$ cat src/rtl/edge_pkg.sv
`default_nettype none
// ============================================================================
// Package  : edge_pkg
// Purpose  : Shared constants and state encoding for the edge-scan sequencer.
// Revision : 1.0
// ============================================================================
package edge_pkg;

  localparam int KWIN  = 9;
  localparam int PIX_W = 8;

  localparam logic MODE_PREWITT = 1'b0;
  localparam logic MODE_SOBEL   = 1'b1;

  typedef logic [3:0] state_t;

  localparam logic [3:0] ST_IDLE   = 4'd0;
  localparam logic [3:0] ST_SELECT = 4'd1;
  localparam logic [3:0] ST_BORDER = 4'd2;
  localparam logic [3:0] ST_FETCH  = 4'd3;
  localparam logic [3:0] ST_ISSUE  = 4'd4;
  localparam logic [3:0] ST_WAIT   = 4'd5;
  localparam logic [3:0] ST_WRITE  = 4'd6;
  localparam logic [3:0] ST_NEXT   = 4'd7;
  localparam logic [3:0] ST_DONE   = 4'd8;

endpackage
`default_nettype wire

$ cat src/rtl/edge_win_fetch.sv
`default_nettype none
// ============================================================================
// Module   : edge_win_fetch
// Purpose  : Issues the 9 reads of a 3x3 window around a centre address and
//            assembles the returned pixels into the window register.
// Revision : 1.0
// ============================================================================
module edge_win_fetch
  import edge_pkg::*;
#(
  parameter int WIDTH  = 45,
  parameter int ADDR_W = 19
) (
  input  logic                  clk,
  input  logic                  rst,
  input  logic                  go_i,
  input  logic [ADDR_W-1:0]     centre_i,
  input  logic [PIX_W-1:0]      rd_data_i,
  output logic                  rd_en_o,
  output logic [ADDR_W-1:0]     rd_addr_o,
  output logic [KWIN*PIX_W-1:0] win_o,
  output logic                  last_o
);

  localparam logic [ADDR_W-1:0] ROW_STEP = ADDR_W'(WIDTH);
  localparam logic [3:0]        N_LAST   = 4'(KWIN);

  logic                  active_q, active_d;
  logic [3:0]            n_q, n_d;
  logic [1:0]            col_q, col_d;
  logic [ADDR_W-1:0]     row_q, row_d;
  logic                  rd_en_q, rd_en_d;
  logic [ADDR_W-1:0]     rd_addr_q, rd_addr_d;
  logic [KWIN*PIX_W-1:0] win_q, win_d;

  // Step n drives read n (n<=8) and captures the data of read n-1 (n>=1).
  always_comb begin
    active_d  = active_q;
    n_d       = n_q;
    col_d     = col_q;
    row_d     = row_q;
    rd_en_d   = rd_en_q;
    rd_addr_d = rd_addr_q;
    win_d     = win_q;
    if (go_i) begin
      active_d  = 1'b1;
      n_d       = 4'd0;
      col_d     = 2'd0;
      row_d     = centre_i - ROW_STEP - ADDR_W'(1);
      rd_addr_d = centre_i - ROW_STEP - ADDR_W'(1);
      rd_en_d   = 1'b1;
    end else if (active_q) begin
      for (int k = 0; k < KWIN; k++) begin
        if (n_q == 4'(k + 1)) begin
          win_d[k*PIX_W +: PIX_W] = rd_data_i;
        end
      end
      if (n_q < N_LAST - 4'd1) begin
        if (col_q == 2'd2) begin
          col_d     = 2'd0;
          row_d     = row_q + ROW_STEP;
          rd_addr_d = row_q + ROW_STEP;
        end else begin
          col_d     = col_q + 2'd1;
          rd_addr_d = rd_addr_q + ADDR_W'(1);
        end
      end else begin
        rd_en_d = 1'b0;
      end
      if (n_q == N_LAST) begin
        active_d = 1'b0;
      end
      n_d = n_q + 4'd1;
    end
  end

  always_ff @(posedge clk or negedge rst) begin
    if (!rst) begin
      active_q  <= 1'b0;
      n_q       <= 4'd0;
      col_q     <= 2'd0;
      row_q     <= '0;
      rd_en_q   <= 1'b0;
      rd_addr_q <= '0;
      win_q     <= '0;
    end else begin
      active_q  <= active_d;
      n_q       <= n_d;
      col_q     <= col_d;
      row_q     <= row_d;
      rd_en_q   <= rd_en_d;
      rd_addr_q <= rd_addr_d;
      win_q     <= win_d;
    end
  end

  assign rd_en_o   = rd_en_q;
  assign rd_addr_o = rd_addr_q;
  assign win_o     = win_q;
  assign last_o    = active_q && (n_q == N_LAST);

endmodule
`default_nettype wire

$ cat src/rtl/edge_scan_ctrl.sv
`default_nettype none
// ============================================================================
// Module   : edge_scan_ctrl
// Purpose  : Raster-scan sequencer: zero-writes border pixels, fetches each
//            interior 3x3 window for the kernel engine and writes its result.
// Revision : 1.0
// ============================================================================
module edge_scan_ctrl
  import edge_pkg::*;
#(
  parameter int WIDTH  = 45,
  parameter int HEIGHT = 45,
  parameter int ADDR_W = 19
) (
  input  logic                  clk,
  input  logic                  rst,
  input  logic                  start,
  input  logic                  mode_in,
  output logic                  busy,
  output logic                  done,
  output logic                  kern_mode,
  output logic                  rd_en,
  output logic [ADDR_W-1:0]     rd_addr,
  input  logic [PIX_W-1:0]      rd_data,
  output logic                  win_valid,
  output logic [KWIN*PIX_W-1:0] win_data,
  input  logic                  k_ready,
  input  logic                  pix_valid,
  input  logic [PIX_W-1:0]      pix_in,
  output logic                  wr_en,
  output logic [ADDR_W-1:0]     wr_addr,
  output logic [PIX_W-1:0]      wr_data
);

  localparam int ROW_W = $clog2(HEIGHT);
  localparam int COL_W = $clog2(WIDTH);
  localparam logic [ROW_W-1:0] R_MAX = ROW_W'(HEIGHT - 1);
  localparam logic [COL_W-1:0] C_MAX = COL_W'(WIDTH - 1);

  state_t            state_q, state_d;
  logic [ROW_W-1:0]  r_q, r_d;
  logic [COL_W-1:0]  c_q, c_d;
  logic [ADDR_W-1:0] pix_q, pix_d;
  logic              busy_q, busy_d;
  logic              done_q, done_d;
  logic              kern_mode_q, kern_mode_d;
  logic              win_valid_q, win_valid_d;
  logic              wr_en_q, wr_en_d;
  logic [ADDR_W-1:0] wr_addr_q, wr_addr_d;
  logic [PIX_W-1:0]  wr_data_q, wr_data_d;

  logic w_go;
  logic w_fetch_last;
  logic w_border;
  logic w_last_pix;

  assign w_border   = (r_q == '0) || (r_q == R_MAX) || (c_q == '0) || (c_q == C_MAX);
  assign w_last_pix = (r_q == R_MAX) && (c_q == C_MAX);

  edge_win_fetch #(
    .WIDTH  (WIDTH),
    .ADDR_W (ADDR_W)
  ) u_fetch (
    .clk       (clk),
    .rst       (rst),
    .go_i      (w_go),
    .centre_i  (pix_q),
    .rd_data_i (rd_data),
    .rd_en_o   (rd_en),
    .rd_addr_o (rd_addr),
    .win_o     (win_data),
    .last_o    (w_fetch_last)
  );

  // pix_q tracks r*WIDTH+c incrementally, so no multiplier is needed.
  always_comb begin
    state_d     = state_q;
    r_d         = r_q;
    c_d         = c_q;
    pix_d       = pix_q;
    busy_d      = busy_q;
    done_d      = done_q;
    kern_mode_d = kern_mode_q;
    win_valid_d = win_valid_q;
    wr_en_d     = wr_en_q;
    wr_addr_d   = wr_addr_q;
    wr_data_d   = wr_data_q;
    w_go        = 1'b0;
    case (state_q)
      ST_IDLE: begin
        if (start) begin
          kern_mode_d = mode_in;
          r_d         = '0;
          c_d         = '0;
          pix_d       = '0;
          busy_d      = 1'b1;
          state_d     = ST_SELECT;
        end
      end
      ST_SELECT: begin
        if (w_border) begin
          wr_en_d   = 1'b1;
          wr_addr_d = pix_q;
          wr_data_d = '0;
          state_d   = ST_BORDER;
        end else begin
          w_go    = 1'b1;
          state_d = ST_FETCH;
        end
      end
      ST_BORDER: begin
        wr_en_d = 1'b0;
        state_d = ST_NEXT;
      end
      ST_FETCH: begin
        if (w_fetch_last) begin
          win_valid_d = 1'b1;
          state_d     = ST_ISSUE;
        end
      end
      ST_ISSUE: begin
        if (k_ready) begin
          win_valid_d = 1'b0;
          state_d     = ST_WAIT;
        end
      end
      ST_WAIT: begin
        if (pix_valid) begin
          wr_en_d   = 1'b1;
          wr_addr_d = pix_q;
          wr_data_d = pix_in;
          state_d   = ST_WRITE;
        end
      end
      ST_WRITE: begin
        wr_en_d = 1'b0;
        state_d = ST_NEXT;
      end
      ST_NEXT: begin
        if (w_last_pix) begin
          r_d     = '0;
          c_d     = '0;
          pix_d   = '0;
          busy_d  = 1'b0;
          done_d  = 1'b1;
          state_d = ST_DONE;
        end else begin
          pix_d = pix_q + ADDR_W'(1);
          if (c_q == C_MAX) begin
            c_d = '0;
            r_d = r_q + ROW_W'(1);
          end else begin
            c_d = c_q + COL_W'(1);
          end
          state_d = ST_SELECT;
        end
      end
      ST_DONE: begin
        done_d  = 1'b0;
        state_d = ST_IDLE;
      end
      default: begin
        state_d = ST_IDLE;
      end
    endcase
  end

  always_ff @(posedge clk or negedge rst) begin
    if (!rst) begin
      state_q     <= ST_IDLE;
      r_q         <= '0;
      c_q         <= '0;
      pix_q       <= '0;
      busy_q      <= 1'b0;
      done_q      <= 1'b0;
      kern_mode_q <= MODE_PREWITT;
      win_valid_q <= 1'b0;
      wr_en_q     <= 1'b0;
      wr_addr_q   <= '0;
      wr_data_q   <= '0;
    end else begin
      state_q     <= state_d;
      r_q         <= r_d;
      c_q         <= c_d;
      pix_q       <= pix_d;
      busy_q      <= busy_d;
      done_q      <= done_d;
      kern_mode_q <= kern_mode_d;
      win_valid_q <= win_valid_d;
      wr_en_q     <= wr_en_d;
      wr_addr_q   <= wr_addr_d;
      wr_data_q   <= wr_data_d;
    end
  end

  assign busy      = busy_q;
  assign done      = done_q;
  assign kern_mode = kern_mode_q;
  assign win_valid = win_valid_q;
  assign wr_en     = wr_en_q;
  assign wr_addr   = wr_addr_q;
  assign wr_data   = wr_data_q;

endmodule
`default_nettype wire

$ cat config.mk
export PLATFORM = sky130hd
export DESIGN_NAME = edge_scan_ctrl
export DESIGN_NICKNAME = d
export VERILOG_FILES = /design/src/rtl/edge_pkg.sv /design/src/rtl/edge_win_fetch.sv /design/src/rtl/edge_scan_ctrl.sv
export SDC_FILE = /design/constraint.sdc
export NUM_CORES = 1
export LEC_CHECK = 0
export ABC_AREA = 1
export BUFFER_PORTS_ARGS = -buffer_cell sky130_fd_sc_hd__buf_2
export CAP_MARGIN = 20
export CORE_MARGIN = 2
export CORE_UTILIZATION = 55
export CTS_CLUSTER_DIAMETER = 60
export CTS_CLUSTER_SIZE = 14
export DETAILED_ROUTE_END_ITERATION = 10
export PLACE_DENSITY_LB_ADDON = 0.12
export SKIP_CTS_REPAIR_TIMING = 1
export SLEW_MARGIN = 20
export SYNTH_ARGS = -nofsm -noshare
export SYNTH_HDL_FRONTEND = slang
export SYNTH_SLANG_ARGS = --single-unit
$ cat constraint.sdc
create_clock -name clk -period 2.5 [get_ports clk]
set_input_delay 0.5 -clock clk [delete_from_list [all_inputs] [get_ports clk]]
set_output_delay 0.5 -clock clk [all_outputs]
set_load 0.01 [all_outputs]
# Word level (Yosys, flattened, before mapping)
# Index checks and enable logic that the tools add are counted.
classes:
  n_addsub: 9
  multipliers: 0
  div_mod_pow: 0
  magnitude_cmp: 1
  eq_ne: 28
  n_shift: 0
  muxes: 56
  bitwise_logic: 1
  reduce_logical: 38
ops:
  columns: ["op", "count"]
  rows:
  - ["2-to-1 mux 19 bit", 12]
  - ["one-hot mux 19 bit (2 select lines)", 2]
  - ["AND reduction 3 bit", 15]
  - ["adder 19 x 1 -> 19 bit, second input constant", 2]
  - ["equality test 4 x 3 -> 1 bit, second input constant", 8]
  - ["2-to-1 mux 6 bit", 5]
  - ["2-to-1 mux 4 bit", 7]
  - ["one-hot mux 4 bit (7 select lines)", 1]
  - ["one-hot mux 6 bit (2 select lines)", 2]
  - ["adder 19 x 6 -> 19 bit, second input constant", 1]
  - ["subtractor 19 x 1 -> 19 bit, second input constant", 1]
  - ["subtractor 19 x 6 -> 19 bit, second input constant", 1]
  - ["equality test 4 x 2 -> 1 bit, second input constant", 4]
  - ["2-to-1 mux 1 bit", 16]
  - ["2-to-1 mux 8 bit", 2]
  - ["one-hot mux 8 bit (2 select lines)", 1]
  - ["nonzero test 2 bit", 7]
  - ["adder 6 x 1 -> 6 bit, second input constant", 2]
  - ["equality test 4 bit, second input constant", 3]
  - ["equality test 6 bit, second input constant", 2]
  - ["zero test 6 bit", 2]
  - ["!= test 2 bit, second input constant", 5]
  - ["AND reduction 2 bit", 5]
  - ["equality test 4 x 1 -> 1 bit, second input constant", 2]
  - ["16 further kinds", 25]
word_totals:
  reg_bits: 185
  latch_bits: 0
  mem_bits_rw: 0
  mem_bits_ro: 0
  in_bits: 22
  output_inout_bits: 124
  elab_cells: 159
  n_memories: 0

# Logic depth before layout (Yosys ltp)
logic_depth:
  ltp_word: 8
  mapped_depth: 13
  ltp_nobuf: 12

# Cells and area by module
# A second synthesis with hierarchy kept.
hier_totals:
  hier_cells: 1253
  area_unflattened_um2: 9726.8
modules_own_cells:
  columns: ["mod", "n_inst", "cells_each", "area_per_inst_um2", "seq_area_each_um2"]
  rows:
  - ["edge_win_fetch", 1, 798, 6148.4, 2952.8]
  - ["edge_scan_ctrl", 1, 455, 3578.4, 1676.6]

# Worst setup path before layout
# No wires, ideal clock.
synth_timing:
  kind: "reg2reg"
  from: "reg c_q[0]"
  to: "reg u_fetch.rd_addr_q[1] (netlist: u_fetch.rd_addr_o[1])"
  setup_ns: 0.119
  arrival_time_ns: 1.633
  required_ns: 2.381
  path_slack_ns: 0.748
  path_stages_with_launch: 11
  n_path_buf: 2
  period_less_slack_ns: 1.752
  path_cell_list: "dfrtp_1 > inv_1 > ha_1 > nand4_1 > nand3_2 > nor2_8 > inv_4 > buf_4 > buf_4 > o22ai_1 > inv_1"
synth_via:
  elab_chain_cells: 7
  word_cells_on_any_way: 10
  classes_between: "eq/ne: 1; mux: 3; reduce/logical: 6"
synth_lines:
  columns: ["element", "line_no", "source"]
  rows:
  - ["start: declaration", "edge_scan_ctrl.sv:42", "logic [COL_W-1:0] c_q, c_d;"]
  - ["start signal: assignment", "edge_scan_ctrl.sv:172", "c_q <= '0;"]
  - ["start signal: assignment", "edge_scan_ctrl.sv:184", "c_q <= c_d;"]
  - ["zero test 6 bit", "edge_scan_ctrl.sv:57", "assign w_border = (r_q == '0) || (r_q == R_MAX) || (c_q == '0) || (c_q == C_MAX);"]
  - ["logical OR 1 bit", "edge_scan_ctrl.sv:57", null]
  - ["logical OR 1 bit (*)", "edge_scan_ctrl.sv:57", null]
  - ["2-to-1 mux 1 bit (*)", "edge_scan_ctrl.sv:101", "if (w_border) begin"]
  - ["2-to-1 mux 1 bit (*)", "edge_scan_ctrl.sv:89", "case (state_q)"]
  - ["nonzero test 2 bit (no source line)", null, null]
  - ["AND reduction 2 bit (no source line)", null, null]
  - ["end signal: assignment", "edge_win_fetch.sv:92", "rd_addr_q <= rd_addr_d;"]
  - ["end: declaration", "edge_win_fetch.sv:33", "logic [ADDR_W-1:0] rd_addr_q, rd_addr_d;"]
# Mark *: on every way between the ends. The rest lies on a longest branch, timed or not.
# A chain may end at the register's enable or synchronous reset.

# Worst setup path in the final report
layout_timing:
  from: "reg r_q[0]"
  to: "reg u_fetch.row_q[5]"
layout_via:
  elab_chain_cells: 8
  word_cells_on_any_way: 12
  classes_between: "eq/ne: 1; mux: 3; reduce/logical: 8"
layout_lines:
  columns: ["element", "line_no", "source"]
  rows:
  - ["start: declaration", "edge_scan_ctrl.sv:41", "logic [ROW_W-1:0] r_q, r_d;"]
  - ["start signal: assignment", "edge_scan_ctrl.sv:183", "r_q <= r_d;"]
  - ["equality test 6 bit or zero test 6 bit (tied branches)", "edge_scan_ctrl.sv:57", null]
  - ["logical OR 1 bit (*) (3 in series)", "edge_scan_ctrl.sv:57", null]
  - ["2-to-1 mux 1 bit (*)", "edge_scan_ctrl.sv:101", null]
  - ["2-to-1 mux 1 bit (*)", "edge_scan_ctrl.sv:89", null]
  - ["nonzero test 2 bit (no source line)", null, null]
  - ["AND reduction 3 bit (no source line)", null, null]
  - ["end signal: assignment", "edge_win_fetch.sv:90", "row_q <= row_d;"]
  - ["end: declaration", "edge_win_fetch.sv:31", "logic [ADDR_W-1:0] row_q, row_d;"]
# Marked as above.

==> flow_summary.json <==
{
  "outcome": "finished clean",
  "drv_slew": 0,
  "p_per_area_nw_per_um2": 1310,
  "vias_per_cell": 5.40,
  "numPortBuffers": 145,
  "postSynth.asyncResetShare_pct": 100,
  "ios": 146,
  "rows": 48,
  "ys_types": 44,
  "yosysTopAreaCell": "dfrtp_1",
  "synth_warnings": 0,
  "min_from": "mode_in",
  "worst_pin_slew_ns": 0.723,
  "syn_to_final_growth_pct": 15.6,
  "grt_overflow": 0,
  "die_h_um": 137,
  "crit_start": "r_q[0]$_DFFE_PN0P_",
  "pwr-share-seq_pct": 36.7,
  "numClockSinks": 185,
  "p_clk_share_pct": 18.7,
  "place.gp.congestion": 0.881,
  "comb_power_share_pct": 44.7,
  "swShare_pct": 45.5,
  "drcViolationCount": 0,
  "critPathMaxStageDelay_ns": 0.46,
  "final.setup.tns_ns": 0,
  "setup_viol": 0,
  "die_area_um2": 18700,
  "period_needed_ns": 2.19,
  "finalWorstSetupSlack_ns": 0.312,
  "fin_crit_sh_pct": 87.5,
  "antenna_found_initial": 0,
  "drtIter0Drc": 764,
  "firstDrtPassIters": 5,
  "required_ns": 2.85,
  "globalRouteTotalUtil_pct": 28.2,
  "die_x_um": 137,
  "synthTopCellsByArea": "dfrtp_1 48%, nand2_1 14%, o21ai_0 5.4%, nor2_1 4.9%, nand3_1 4.4%",
  "synth_nets": 1265,
  "synth.top_cell.area_share_pct": 47.9,
  "netlist_top_cells_count": "352 x nand2_1, 185 x dfrtp_1, 127 x nor2_1",
  "wl_per_cell_um": 15.3,
  "p_int_uw": 7990,
  "max-cap-violations": 0,
  "hold_ws_ns": 0.291,
  "grt_max_degree": 49,
  "start_kind": "flop",
  "end_kind": "flop",
  "path_class": "reg2reg",
  "clock-root-buffer": "clkbuf_16",
  "cts_max_level": 4,
  "cts_tree": "done",
  "dpl.hpwl_mm": 17.9,
  "clock_latency_ns": 0.45,
  "wl_mm": 24.6,
  "clkTransAtPathRegs_ns": 0.09,
  "pre_cts_slack_ns": 0.316,
  "dp.cells": 1573,
  "fin_nets": 1402,
  "yosysSeqAreaShare_pct": 47.9,
  "grt_pass1_vias": 8378,
  "crit_path_top_delay_cell": "nand2_2",
  "grt_pass1_wl_mm": 41.6,
  "crit_fanout": 32,
  "fmax_mhz": 457,
  "ant_nets": 0,
  "synth_area_per_cell_um2": 7.86,
  "layout.cells.non_filler": 1606,
  "crit_top_cell": "inv_1",
  "syn_area_um2": 9670,
  "core-area_um2": 17200,
  "cts_buffer_depth": 2,
  "slew_headroom_pct": 51.6,
  "cts_made_buffers": 17,
  "ys_ff_latch": 185,
  "synth-edff-count": 0,
  "rsz0062_at_grt": "false",
  "ys.flop_type": "dfrtp_1",
  "timing.rr.start": "r_q[0]$_DFFE_PN0P_",
  "p_leak_uw": 0.00565,
  "crit_arrival_ns": 2.54,
  "p_switching_uw": 6680,
  "vdd_drop_max_mv": 0.760,
  "antenna_cells": 0,
  "cp_cell_sequence": "inv_1 -> ha_1 -> nand3b_1 -> nand3_2 -> nor2_8 -> inv_4 -> nand2_2 -> inv_1 -> a22oi_1",
  "start_util_pct": 56.1,
  "drive_gt1_share_pct": 17.1,
  "hold_viol": 0,
  "fin_worst_skew_ns": 0.0214,
  "num_vias": 8673,
  "synthCells": 1231,
  "yosysMostFrequentCell": "nand2_1",
  "hold_class": "in2reg"
}
worst max-delay path, delay by kind of cell (launching register included):
kind	cells	cell delay [ns]
AO/OA/AOI/OAI	1	0.17
adder cells (fa/ha/maj)	1	0.21
buffers and inverters	3	0.35
flip-flops	1	0.41
AND/OR/NAND/NOR	4	0.96
sequential cells by signal, summed over array words and instances (netlist names), 2 cells and up:
register and cells:
u_fetch.n_q 4, u_fetch.rd_addr_o 19, pix_q 19, u_fetch.col_q 2
u_fetch.row_q 19, wr_data 8, wr_addr 19, u_fetch.win_o 72
r_q 6, state_q 4, c_q 6
routing by layer:
metal	vias to the layer above	part of all wire (%)	track usage [%]
met5	-	0	0
met4	0	2.6	9.61
met3	54	5.5	6.00
met2	255	48	45.7
met1	4045	44	37.9
li1	4319	-	-
power groups by stage:
stage                     Combinational [uW]  Sequential [uW]  Clock, uW
after detailed placement                6540             5390          0
after global routing                    7490             5570       2890
after CTS                               6580             5370       2750
after floorplan                         4240             5500          0
final                                   6560             5380       2740
after global placement                  6410             5380          0
cell usage in the layout, fill, tap and decap left out, types with 4 or more instances in the layout:
| cell type | count |
|---|---|
| buf_2 | 144 |
| inv_2 | 7 |
| nand3_4 | 5 |
| a21oi_1 | 28 |
| clkbuf_16 | 17 |
| nand3_1 | 85 |
| o21ai_2 | 13 |
| dfrtp_1 | 185 |
| o21ai_1 | 37 |
| nor3_1 | 20 |
| nand2_2 | 4 |
| nand2_1 | 352 |
| inv_1 | 104 |
| nand3_2 | 6 |
| inv_8 | 6 |
| ha_1 | 12 |
| xnor2_1 | 4 |
| nand4_1 | 21 |
| nor2_1 | 127 |
| buf_4 | 8 |
| o21ai_0 | 105 |
| xor2_1 | 18 |
| a31oi_1 | 18 |
| nand3b_1 | 5 |
| o22ai_1 | 9 |
kinds of logic after synthesis:
| logic type | Yosys count | synth area share (%) |
|---|---|---|
| and+or+nand+nor | 639 | 29.2 |
| AOI/OAI and AO/OA | 219 | 12.5 |
| adders and majority gates | 12 | 1.55 |
| xor gates and xnor gates | 22 | 1.99 |
| DFF | 185 | 47.9 |
| buffers and inverters | 153 | 6.83 |
| muxes | 1 | 0.116 |
metrics by stage:
| step | utilization, % | power (uW) | instance area, um2 |
|---|---|---|---|
| 4_1_cts | 64.8 | 14700 | 11200 |
| 3_3_place_gp | 61.4 | 11800 | 10600 |
| 5_1_grt | 64.9 | 15900 | 11200 |
| 3_5_place_dp | 61.4 | 11900 | 10600 |
| 2_1_floorplan | - | 9750 | 9670 |
| 6_report | 64.9 | 14700 | 11200 |
final timing paths:
kind / end / slack, ns / cells past startpoint
worst max-delay path: u_fetch.row_q[5]$_DFFE_PN0P_ / 0.31 / 9
worst min-delay path: kern_mode$_DFFE_PN0P_ / 0.29 / 2
worst max register to register: u_fetch.row_q[5]$_DFFE_PN0P_ / 0.31 / 9
worst min register to register: wr_addr[8]$_DFFE_PN0P_ / 0.48 / 2
max in group asynchronous: u_fetch.win_o[64]$_DFFE_PN0P_ / 1.25 / 3
min in group asynchronous: win_valid$_DFFE_PN0P_ / 0.54 / 2
cell type report:
type                    count  area (um2)
fillers                  1510        6050
well taps                 225         282
flip-flops and latches    185        4630
multi-input cells         893        4380
inverters                 114         430
clock buffers              18         429
repair buffers            157         865
clock inverters            14         168
(Power assumes the default switching activity.)
